## src/rtl/sll_multicycle.sv

```systemverilog
// Iterative 32-bit logical left shifter. One binary-weighted stage (16, 8, 4, 2, 1)
// is applied per cycle, so a single shift stage is reused across five cycles.
module sll_multicycle (
  input  logic        clock,
  input  logic        reset,
  input  logic        ctrl_shift,
  input  logic [31:0] data_operand,
  input  logic [4:0]  shamt,
  output logic [31:0] data_result,
  output logic        data_resultRDY,
  output logic        busy
);

  typedef enum logic [1:0] {
    StIdle,
    StShift,
    StDone
  } state_e;

  state_e      state_q, state_d;
  logic [2:0]  k_q, k_d;
  logic [31:0] acc_q, acc_d;
  logic [4:0]  amt_q, amt_d;

  logic        accept;
  logic [4:0]  shift_dist;
  logic [2:0]  amt_idx;

  // Starts are taken in IDLE and in DONE (back-to-back); ignored while shifting.
  assign accept     = ctrl_shift && (state_q != StShift);
  // Stage k shifts by 16 >> k and is gated by amt bit 4-k (MSB first).
  assign shift_dist = 5'd16 >> k_q;
  assign amt_idx    = 3'd4 - k_q;

  // Next-state logic: accept, per-stage conditional shift, DONE -> IDLE.
  always_comb begin
    state_d = state_q;
    k_d     = k_q;
    acc_d   = acc_q;
    amt_d   = amt_q;
    case (state_q)
      StIdle, StDone: begin
        if (accept) begin
          acc_d   = data_operand;
          amt_d   = shamt;
          k_d     = 3'd0;
          state_d = StShift;
        end else begin
          state_d = StIdle;
        end
      end
      StShift: begin
        if (amt_q[amt_idx]) begin
          acc_d = acc_q << shift_dist;
        end
        if (k_q == 3'd4) begin
          state_d = StDone;
        end else begin
          k_d = k_q + 3'd1;
        end
      end
      default: state_d = StIdle;
    endcase
  end

  // State registers; asynchronous reset clears everything, aborting any operation.
  always_ff @(posedge clock or posedge reset) begin
    if (reset) begin
      state_q <= StIdle;
      k_q     <= 3'd0;
      acc_q   <= 32'd0;
      amt_q   <= 5'd0;
    end else begin
      state_q <= state_d;
      k_q     <= k_d;
      acc_q   <= acc_d;
      amt_q   <= amt_d;
    end
  end

  assign data_result    = acc_q;
  assign data_resultRDY = (state_q == StDone);
  assign busy           = (state_q == StShift);

endmodule

```

## config.mk

```make
export PLATFORM = sky130hd
export DESIGN_NAME = sll_multicycle
export DESIGN_NICKNAME = d
export VERILOG_FILES = /design/src/rtl/sll_multicycle.sv
export SDC_FILE = /design/constraint.sdc
export NUM_CORES = 1
export LEC_CHECK = 0
export BUFFER_PORTS_ARGS = -buffer_cell sky130_fd_sc_hd__clkbuf_2
export CAP_MARGIN = 10
export CORE_AREA = 2 2 100 102
export CTS_CLUSTER_SIZE = 14
export DETAILED_ROUTE_END_ITERATION = 10
export DIE_AREA = 0 0 102 104
export PLACE_DENSITY = 0.56
export SLEW_MARGIN = 40
export SYNTH_ARGS = -nofsm -noshare
export SYNTH_HDL_FRONTEND = slang
export SYNTH_SLANG_ARGS = --single-unit
```

## constraint.sdc

```tcl
create_clock -name clock -period 5.2 [get_ports clock]
set_input_delay 1.56 -clock clock [delete_from_list [all_inputs] [get_ports clock]]
set_output_delay 1.56 -clock clock [all_outputs]
set_load 0.02 [all_outputs]
```

After elaboration in Yosys (flattened, before gate mapping)
Index checks and enable logic that the tools add are counted.
- input bits: 40
- bits in registers: 42
- logic and storage cells: 35
- output and inout bits: 34
- magnitude comparators: 1
- equality and inequality tests: 8
- add/sub/neg operators: 2
- muxes and demuxes: 11
- shifts and indexed selects: 2
- reductions and logical operators: 7
- operator list (operator ; count):
    32-bit two-way mux ; 2
    32-bit one-hot mux with 2 select lines ; 1
    32-bit by 5-bit << shifter with 32-bit output ; 1
    3-bit two-way mux ; 2
    2-bit by 1-bit != test with 1-bit output (second input constant) ; 3
    3-bit one-hot mux with 2 select lines ; 1
    3-bit AND reduction ; 2
    5-bit by 3-bit right shift with 5-bit output (first input constant) ; 1
    3-bit by 4-bit < comparator with 1-bit output (second input constant) ; 1
    2-bit != test (second input constant) ; 2
    2-bit one-hot mux with 2 select lines ; 1
    3-bit by 1-bit adder with 3-bit output (second input constant) ; 1
    1-bit binary-select mux with 3-bit select ; 1
    3-bit equality test (second input constant) ; 1
    3-bit subtractor (first input constant) ; 1
    2-bit by 1-bit equality test with 1-bit output (second input constant) ; 1
    2-bit equality test (second input constant) ; 1
    2-bit zero test ; 1
    1-bit two-way mux ; 2
    2-bit two-way mux ; 1
    2-bit AND reduction ; 1
    2-bit nonzero test ; 1
    2-bit OR reduction ; 1
    1-bit logical AND ; 1

Longest topological paths before layout
- depth in word-level cells: 5
- mapped depth: 12
- mapped depth without buffers: 9

Least setup slack after synthesis
OpenSTA, ideal clock, no wires.
- kind: reg2reg
- start: register k_q[0]
- end: register acc_q[28], in the netlist data_result[28]
- data arrival time: 2.298 ns
- required time: 5.067 ns
- stages on the path, launching flop included: 11
- buffers on the path: 1
- slack: 2.768 ns
- library setup time: 0.133 ns
- clock period less this slack: 2.432 ns
- cells stage by stage: dfrtp_1 -> inv_1 -> ha_1 -> ha_1 -> buf_4 -> mux4_2 -> a22oi_1 -> nor2_1 -> a21oi_1 -> nor4b_2 -> o22ai_2
- cells in the longest elaborated chain, start to end: 5
- elaborated cells between the ends (all ways): 9
- those cells by class: add/sub: 1; eq/ne: 1; shift: 2; mux: 4; reduce/logical: 1
- RTL lines (element ; RTL line ; RTL):
    from (decl) ; 21 ; logic [2:0] k_q, k_d;
    from (signal assigned) ; 75 ; k_q <= k_d;
    3-bit subtractor ; 33 ; assign amt_idx = 3'd4 - k_q;
    1-bit binary-select mux with 3-bit select ; 53 ; if (amt_q[amt_idx]) begin
    1-bit two-way mux (not written as such) ; 53 ;
    2-bit by 1-bit != test with 1-bit output (no line) ; - ;
    3-bit AND reduction (no line) ; - ;
    to (signal assigned) ; 71 ; acc_q <= 32'd0;
    to (signal assigned) ; 76 ; acc_q <= acc_d;
    to (decl) ; 22 ; logic [31:0] acc_q, acc_d;
Parallel ways exist; a longest one is shown, timed or not. The select of a mux whose other input is x is not followed.
A chain may end at the register's enable or synchronous reset.

Final worst setup path
- start: register k_q[0]
- end: register acc_q[30], in the netlist data_result[30]
The elaborated chain is that of the path after synthesis.

==> reports/metrics.yaml <==
synth_edf_count: 0
grt.total_usage_pct: 24.9
worst_clock_skew_ps: 4.41
ys.flop_type: "dfrtp_1"
routed_wl_mm: 13.0
worst_pin_slew_ps: 619
core_mm2: 0.00955
max-slew-margin-rel_pct: 57.6
arrival_ps: 3510
cts_buffer_depth: 2
ys_warn_count: 0
cts.clk_slew.worst_paths_ps: 90
vias: 3733
holdCritPathClass: "reg2reg"
slew_violations: 0
critPathMaxStageDelay_ps: 560
cp-start-kind: "register"
diodes: 0
cp_max_fo: 16
die_x_um: 102
cts_hold_buf: 0
cts_buffers: 5
remaining_drc_errors: 0
grt_max_degree: 43
dpl.cell_count: 608
worst-setup-path-type: "reg2reg"
drt_iter0_drc: 300
cpMaxStageDelayCell: "ha_1"
setup_tns_ps: 0
antenna_found_initial: 0
cts_tree: "yes"
vias_per_cell: 6.05
cts_num_sinks: 42
synth_area_per_cell_um2: 8.66
drive_gt1_share_pct: 27.1
ys_seq_elements: 42
io_buffers: 73
dieArea_mm2: 0.0106
grt_overflow_total: 0
routedWlPerCell_um: 21.1
place_hpwl_mm: 9.51
post-cts-setup-buffer-count: 0
cts_resized: 0
h-tree-depth: 2
drtAntennaViolNets: 0
run_status: "finished, final reports clean"
pin_count: 74
synth_area_mm2: 0.00373
drtPass1Iterations: 6
grt_pass1_vias: 3559
layout_min_cycle_time_ps: 3320
clk_latency_ps: 300
area_growth_pct: 14.9
grt_pass1_wl_mm: 20.3
cp-end-kind: "register"
seq_area_frac_synth_pct: 28.2
cts_root_buffer: "clkbuf_8"
initial_core_util_pct: 39.1
synthArstFlopShare_pct: 100
rsz0062_at_grt: "no"
chipHeight_um: 104
path_cells: "inv_1 > ha_1 > ha_1 > buf_4 > mux2i_1 > o21ai_0 > a211o_1 > o21ai_1 > a211oi_1 > a211o_1"
period_share_pct: 63.8
syn-num-nets: 480
nFillCells: 1001
yosys.cell_types.count: 58
gp_congestion: 0.935
fin_cells: 617
rows: 36
crit_required_ps: 5390
layout.nets: 532
setup_violations: 0
drv_cap: 0
max_freq_ghz: 0.302
syn_inst: 431
hold_viol_final: 0
[layout make-up]
type | count | area (µm²) | share of cell area [%]
timing repair buffer | 83 | 448 | 10.4
inverter | 9 | 33.8 | 0.788
clock buffer | 5 | 68.8 | 1.61
clock inverter | 3 | 40.0 | 0.934
tap | 133 | 166 | 3.88
multi-input combinational | 342 | 2480 | 57.8
sequential | 42 | 1050 | 24.5
[state kept, by name, indices dropped and copies added, names as in the netlist]
| name | cells |
|---|---|
| amt_q | 5 |
| state_q | 2 |
| data_result | 32 |
| k_q | 3 |
[worst paths after layout]
check	start	end	slack, ps	depth (start not counted)
setup / recovery	k_q[0]	data_result[30]	1880	10
hold / removal	data_result[31]	data_result[31]	480	2
setup reg to reg	k_q[0]	data_result[30]	1880	10
hold reg to reg	data_result[31]	data_result[31]	480	2
max in group asynchronous	reset	data_result[23]	3440	3
min in group asynchronous	reset	amt_q[3]	1360	3
[layer usage]
metal	routed length, µm	GRT usage, %	part of all wire, %
met5	0	0	0
met4	421	8.67	3.2
met3	829	3.16	6.4
met2	6140	38.0	47
met1	5600	35.9	43
[critical path, delay by kind of cell (launching register included)]
kind | cells | cell delay [ps]
buf+inv | 2 | 480
flops | 1 | 480
fa+ha+maj | 2 | 770
compound gates | 5 | 1260
mux | 1 | 210
[cell usage in the layout (no fill, tap or decap), drive strengths merged, types with 3 or more instances in the layout]
| master | n |
|---|---|
| a211o | 3 |
| a21oi | 31 |
| a221oi | 4 |
| a22oi | 12 |
| a2bb2oi | 4 |
| a31oi | 11 |
| buf | 10 |
| clkbuf | 78 |
| clkinv | 3 |
| dfrtp | 42 |
| ha | 9 |
| inv | 8 |
| mux2 | 18 |
| mux2i | 41 |
| mux4 | 9 |
| nand2 | 40 |
| nand2b | 6 |
| nand3 | 10 |
| nor2 | 57 |
| nor2b | 3 |
| nor3 | 10 |
| o211ai | 20 |
| o21a | 3 |
| o21ai | 16 |
| o22a | 3 |
| o31ai | 4 |
[metrics by stage]
step	hold WS, ps	util, %	cell area (µm²)	setup slack (ps)
floorplan	471	-	3730	2670
global placement	465	43.3	4140	1870
detailed placement	472	43.5	4150	1910
CTS	491	44.6	4260	1910
global route	526	44.9	4290	1670
finish	485	44.9	4290	1880
[logic make-up (layout without fill, tap and decap cells)]
| group | after synthesis | count (layout) | share of synthesized area [%] |
|---|---|---|---|
| buf+inv | 47 | 100 | 6.67 |
| mux | 68 | 68 | 22.2 |
| compound gates | 127 | 127 | 23.4 |
| simple gates | 138 | 138 | 16.6 |
| fa+ha+maj | 9 | 9 | 3.02 |
| flops | 42 | 42 | 28.2 |
[Yosys cell counts, types with 10 or more instances]
cell type,n,share of area [%]
nand2_1,40,4.0
mux2i_1,41,11
clkbuf_1,11,1.1
a21oi_1,31,4.2
a22oi_1,12,2.4
mux2_2,14,4.2
nand3_1,10,1.3
o211ai_1,20,4.0
a31oi_1,11,1.8
o21ai_0,14,1.9
buf_2,16,2.1
dfrtp_1,42,28
nor2_1,57,5.7
Power is not shown: default switching activity piles up to over one toggle a cycle in this logic, so the estimate is an artifact.
